File: config.mk
export PLATFORM = sky130hd
export DESIGN_NAME = qupls4_copro_ifetch
export DESIGN_NICKNAME = d
export VERILOG_FILES = /design/src/rtl/qupls4_copro_ifetch.sv
export SDC_FILE = /design/constraint.sdc
export NUM_CORES = 1
export LEC_CHECK = 0
export BUFFER_PORTS_ARGS = -buffer_cell sky130_fd_sc_hd__buf_4
export CAP_MARGIN = 0
export CORE_MARGIN = 2
export CORE_UTILIZATION = 58
export DETAILED_ROUTE_END_ITERATION = 7
export PLACE_DENSITY_LB_ADDON = 0.2
export RECOVER_POWER = 50
export SYNTH_ARGS = -nofsm -noshare
export SYNTH_HDL_FRONTEND = slang
export SYNTH_SLANG_ARGS = --single-unit
File: constraint.sdc
create_clock -name clk -period 2.8 [get_ports clk]
set_clock_uncertainty 0.2 [all_clocks]
set_input_delay 0.42 -clock clk [delete_from_list [all_inputs] [get_ports clk]]
set_output_delay 0.42 -clock clk [all_outputs]
set_load 0.02 [all_outputs]
File: src/rtl/qupls4_copro_ifetch.sv
// Qupls4 coprocessor instruction fetch / prefetch stage.
// Issues reads to a synchronous instruction RAM, buffers the returned words with
// their word PC in a small FIFO and hands them to the execute sequencer over a
// valid/ready handshake. A redirect flushes the FIFO and restarts fetch.
// Optional build macro: COPRO_IFETCH_PERF_EN adds the perf_stall counter output.
module qupls4_copro_ifetch #(
  parameter int                   IMEM_AW  = 10,
  parameter int                   DEPTH    = 4,
  parameter logic [IMEM_AW-1:0]   RESET_PC = '0
) (
  input  logic               clk,
  input  logic               rst_n,
  input  logic               en,
  input  logic               redirect,
  input  logic [IMEM_AW-1:0] redirect_pc,
  output logic               imem_rd,
  output logic [IMEM_AW-1:0] imem_adr,
  input  logic [31:0]        imem_dat,
  output logic               ins_valid,
  output logic [31:0]        ins,
  output logic [IMEM_AW-1:0] ins_pc,
  input  logic               ins_ready
`ifdef COPRO_IFETCH_PERF_EN
  ,
  output logic [31:0]        perf_stall
`endif
);

  localparam int PW = $clog2(DEPTH);
  localparam int CW = PW + 1;

  logic [IMEM_AW-1:0] fetch_pc;
  logic [CW-1:0]      count;
  logic [PW-1:0]      wr_ptr;
  logic [PW-1:0]      rd_ptr;
  logic               inflight;
  logic               inflight_tag;
  logic [IMEM_AW-1:0] inflight_pc;
  logic               epoch;
  logic [31:0]        ins_mem [DEPTH];
  logic [IMEM_AW-1:0] pc_mem  [DEPTH];

  logic issue;
  logic wr_en;
  logic pop;
  logic [CW:0] credit_used;

  // Credit check: words held plus the word still in the RAM pipe must leave room.
  // A pop in this cycle is deliberately not counted as freeing a slot.
  assign credit_used = {1'b0, count} + {{CW{1'b0}}, inflight};
  assign issue       = rst_n & en & ~redirect & (credit_used < (CW+1)'(DEPTH));

  assign imem_rd  = issue;
  assign imem_adr = fetch_pc;

  // A returning word is kept only if it was issued in the current epoch and
  // no redirect is flushing the buffer this cycle.
  assign wr_en = inflight & (inflight_tag == epoch) & ~redirect;

  assign ins_valid = (count != '0);
  assign pop       = ins_valid & ins_ready;
  assign ins       = ins_mem[rd_ptr];
  assign ins_pc    = pc_mem[rd_ptr];

  // Fetch PC, epoch, FIFO pointers/occupancy and the RAM-pipe tracking flop.
  // NOTE: sequential state uses non-blocking (<=) so every flop samples pre-edge values.
  always_ff @(posedge clk or negedge rst_n) begin
    if (!rst_n) begin
      fetch_pc     <= RESET_PC;
      count        <= '0;
      wr_ptr       <= '0;
      rd_ptr       <= '0;
      epoch        <= 1'b0;
      inflight     <= 1'b0;
      inflight_tag <= 1'b0;
      inflight_pc  <= '0;
    end else begin
      inflight     <= issue;
      inflight_tag <= epoch;
      inflight_pc  <= fetch_pc;
      if (redirect) begin
        fetch_pc <= redirect_pc;
        epoch    <= ~epoch;
        count    <= '0;
        wr_ptr   <= '0;
        rd_ptr   <= '0;
      end else begin
        if (issue) fetch_pc <= fetch_pc + IMEM_AW'(1);
        if (wr_en) wr_ptr <= wr_ptr + PW'(1);
        if (pop)   rd_ptr <= rd_ptr + PW'(1);
        case ({wr_en, pop})
          2'b10:   count <= count + CW'(1);
          2'b01:   count <= count - CW'(1);
          default: count <= count;
        endcase
      end
    end
  end

  // FIFO storage: instruction word and its PC written at the tail.
  // NOTE: this tiny array is reset so ins/ins_pc read as zero straight out of reset;
  // large RAMs would normally be left unreset.
  always_ff @(posedge clk or negedge rst_n) begin
    if (!rst_n) begin
      for (int i = 0; i < DEPTH; i++) begin
        ins_mem[i] <= '0;
        pc_mem[i]  <= '0;
      end
    end else if (wr_en) begin
      ins_mem[wr_ptr] <= imem_dat;
      pc_mem[wr_ptr]  <= inflight_pc;
    end
  end

`ifdef COPRO_IFETCH_PERF_EN
  // Saturating count of cycles where the executor is waiting on fetch.
  always_ff @(posedge clk or negedge rst_n) begin
    if (!rst_n) begin
      perf_stall <= '0;
    end else if (ins_ready && !ins_valid && !redirect && (perf_stall != 32'hFFFF_FFFF)) begin
      perf_stall <= perf_stall + 32'd1;
    end
  end
`else
  // Performance counter not built in this configuration.
`endif

endmodule
==> metrics.md <==
| Metric | Value |
|---|---|
| Status | finished, final reports clean |
| Worst EP arrival | 2.05 ns |
| CP Cell Sequence | dlygate4sd3_1 > clkbuf_8 > nand4bb_1 > or2_1 > inv_1 > buf_4 |
| Drt total wl | 16,640 um |
| Clock Pin Slew Worst Setup and Hold Paths | 0.07 ns |
| Clk Latency, worst-skew pair | 0.42 ns |
| Max Cap Viol | 0 |
| Core area | 14,590 um2 |
| Clock Path Buffers | 2 |
| P_leak | 0.005056 uW |
| Final setup viols | 0 |
| Crit Path Max Fanout | 18 |
| Worst Hold Class | in -> reg |
| Fin crit share | 0.9546 |
| Routed Antenna Nets | 0 |
| Ys Warns | 0 |
| H-tree Lvls | 4 |
| Setup CP Type | in -> out |
| Hold slack final | 0.02032 ns |
| Worst path slowest cell | dlygate4sd3_1 |
| Ant diodes | 0 |
| Die width | 126.4 um |
| Max VDD drop | 0.0005362 V |
| Placed cell count | 799 |
| Mean Syn Cell Area | 16.42 um2 |
| DIE AREA | 15,970 um2 |
| Pwr Density | 885.8 nW/um2 |
| Layout cell share with drive strength beyond 1 | 0.3029 |
| Post-DP HPWL | 11,220 um |
| Post-synth top cells | 198 x dfrtp_1, 160 x mux2_1, 42 x mux4_2 |
| Largest stage delay on the critical path | 0.55 ns |
| Die H | 126.4 um |
| Routed wire per std cell | 20.03 um |
| Vias in the first global route | 5,452 |
| I/O pin count | 101 |
| Startpoint Class | input port |
| Final min period | 2.673 ns |
| CTS Root Cell | clkbuf_16 |
| Starting DRC count in detailed routing | 286 |
| Post-route DRC | 0 |
| Rows | 44 |
| Footprint of the multi-input gates | 3446 um2 |
| Mapped cell area | 8688 um2 |
| Antenna violations before repair | 0 |
| Async SR Flop Fraction | 1.000 |
| Detailed Routing Iterations Pass 1 | 4 |
| Register area share after synthesis | 0.5703 |
| Grt ovf | 0 |
| Hold Vio Cnt, Final | 0 |
| Grt peak-use layer | met2 |
| Post-Layout Cell Count | 831 |
| # resized after CTS | 0 |
| Storage cell area | 4960 um2 |
| I/O Buffers | 100 |
| Via count | 4,887 |
| CTS buffer count | 17 |
| CP Capture Type | output pin |
| Distinct cell type count after synthesis | 39 |
| Max Slew Vio Count | 0 |
| Final setup TNS | 0 ns |
| Synth area leader | dfrtp_1 |
| Number of synthesized flops with an enable pin | 0 |
| Synth area leaders | dfrtp_1 57%, mux2_1 21%, mux4_2 11%, buf_6 2.2%, mux2_2 1.2% |
| CTS sink cnt | 198 |
| Fmax | 0.3741 GHz |
| Share of the synthesized area in the top cell type | 0.5703 |
| Post-Synthesis Cells | 529 |
| Post-synthesis register bit count | 198 |
| First-pass GRT wire length | 27,920 um |
| Crit path required time | 2.18 ns |
| Top-count cell post-synth | dfrtp_1 |
| TritonCTS clock tree | built |
| Syn nets | 582 |
| Met3 usage | 0.05019 |
| Largest net degree at the start of global routing | 82 |
| Met1 Usage GRT | 0.3053 |
| Number of fill cells | 961 |
| RSZ-0062 raised after global routing | no |
| Total track usage | 0.2233 |
| Starting Density | 0.5955 |
| Max-slew headroom | 0.2930 |
| Nets@finish | 690 |
| Vias per inst | 5.881 |
| Gpl congestion | 0.7562 |
| Met2 Resource Use GR | 0.3665 |
| Tightest Pin Transition | 1.060 ns |
| Area Growth Syn to Fin | 17.44% |
| Post-synth top flop | dfrtp_1 |
## per-layer routing
metal | share of wire | vias to the layer above | wire length (um)
li1 | - | 2190 | -
met1 | 0.45 | 2588 | 7520
met2 | 0.50 | 95 | 8317
met3 | 0.034 | 14 | 569
met4 | 0.014 | 0 | 237
met5 | 0 | - | 0
## sequential cells by signal (all words and copies together), names as in the netlist
signal,flops
pc_mem,40
ins_mem,128
imem_adr,10
inflight_tag,1
inflight,1
wr_ptr,2
inflight_pc,10
rd_ptr,2
epoch,1
count,3
## cells in the final DEF, fill, tap and decap left out, drive strengths merged, types with 2 or more instances in the layout
master and instances:
bufinv 3, and3 4, mux2 169, nand4 2, nor2 6, buf 105, or2 2, nand2 15
inv 4, clkbuf 35, xor2 3, o21ai 8, nor3b 3, clkinv 2, dfrtp 198, nor3 3
mux4 42, ha 5, mux2i 2, or4 2, a221o 6, o311ai 2, xnor2 3, a21oi 2
clkinvlp 3, nand3 7
## report_power, final
| part | switching, uW | total (uW) | internal, uW |
|---|---|---|---|
| Clock | 998 | 2460 | 1460 |
| Sequential | 329 | 3690 | 3370 |
| Combinational | 1390 | 2880 | 1490 |
| Total | 2720 | 9040 | 6320 |
## through the flow
stage / util / worst slack, ns / instance area (um2) / power (uW)
finish: 0.6994 / 0.1271 / 10200 / 9038
global placement: 0.6617 / 0.3611 / 9653 / 6580
CTS: 0.7033 / 0.04274 / 10260 / 9166
detailed placement: 0.6617 / 0.2700 / 9653 / 6691
floorplan: - / 0.5801 / 8688 / 5511
global route: 0.6994 / 0.02136 / 10200 / 9473
## critical path: cells and delay by family
family | cells | cell delay, ns
buffers and inverters | 4 | 1.11
AND/OR/NAND/NOR | 2 | 0.52
## final cells by class
cell class | count | share of cell area
repair buffers | 120 | 0.09369
inverters | 4 | 0.001471
well taps | 184 | 0.02256
flip-flops and latches | 198 | 0.4861
clock buffers | 21 | 0.04611
clock inverters | 8 | 0.01239
multi-input cells | 296 | 0.3377
## worst paths after layout
| path | from | slack, ns | to | cells past startpoint |
|---|---|---|---|---|
| setup / recovery | rst_n | 0.13 | imem_rd | 6 |
| hold / removal | redirect_pc[1] | 0.02 | imem_adr[1]$_DFFE_PN0P_ | 3 |
| max in group asynchronous | rst_n | 0.57 | ins_mem[58]$_DFFE_PN0P_ | 4 |
| setup reg to reg | epoch$_DFFE_PN0P_ | 0.16 | pc_mem[20]$_DFFE_PN0P_ | 5 |
| min in group asynchronous | rst_n | 0.54 | ins_mem[100]$_DFFE_PN0P_ | 3 |
| hold reg to reg | epoch$_DFFE_PN0P_ | 0.24 | inflight_tag$_DFF_PN0_ | 0 |
## cell families (layout without fill, tap and decap cells)
logic type,after synthesis,after routing,synth area share
muxes,213,213,0.3302
DFF,198,198,0.5703
and+or+nand+nor,48,48,0.03183
buffers and inverters,35,153,0.03111
AOI/OAI and AO/OA,23,23,0.02016
adders and majority gates,6,6,0.009505
xor gates and xnor gates,6,6,0.006914
## what timing repair did
action / CTS / global route
hold endpoints to repair: 48 / 0
endpoints found under the setup margin: 0 / 1
hold buffers: 1 / 0
setup buffers: 0 / 2
Power figures use the tool's default switching activity.
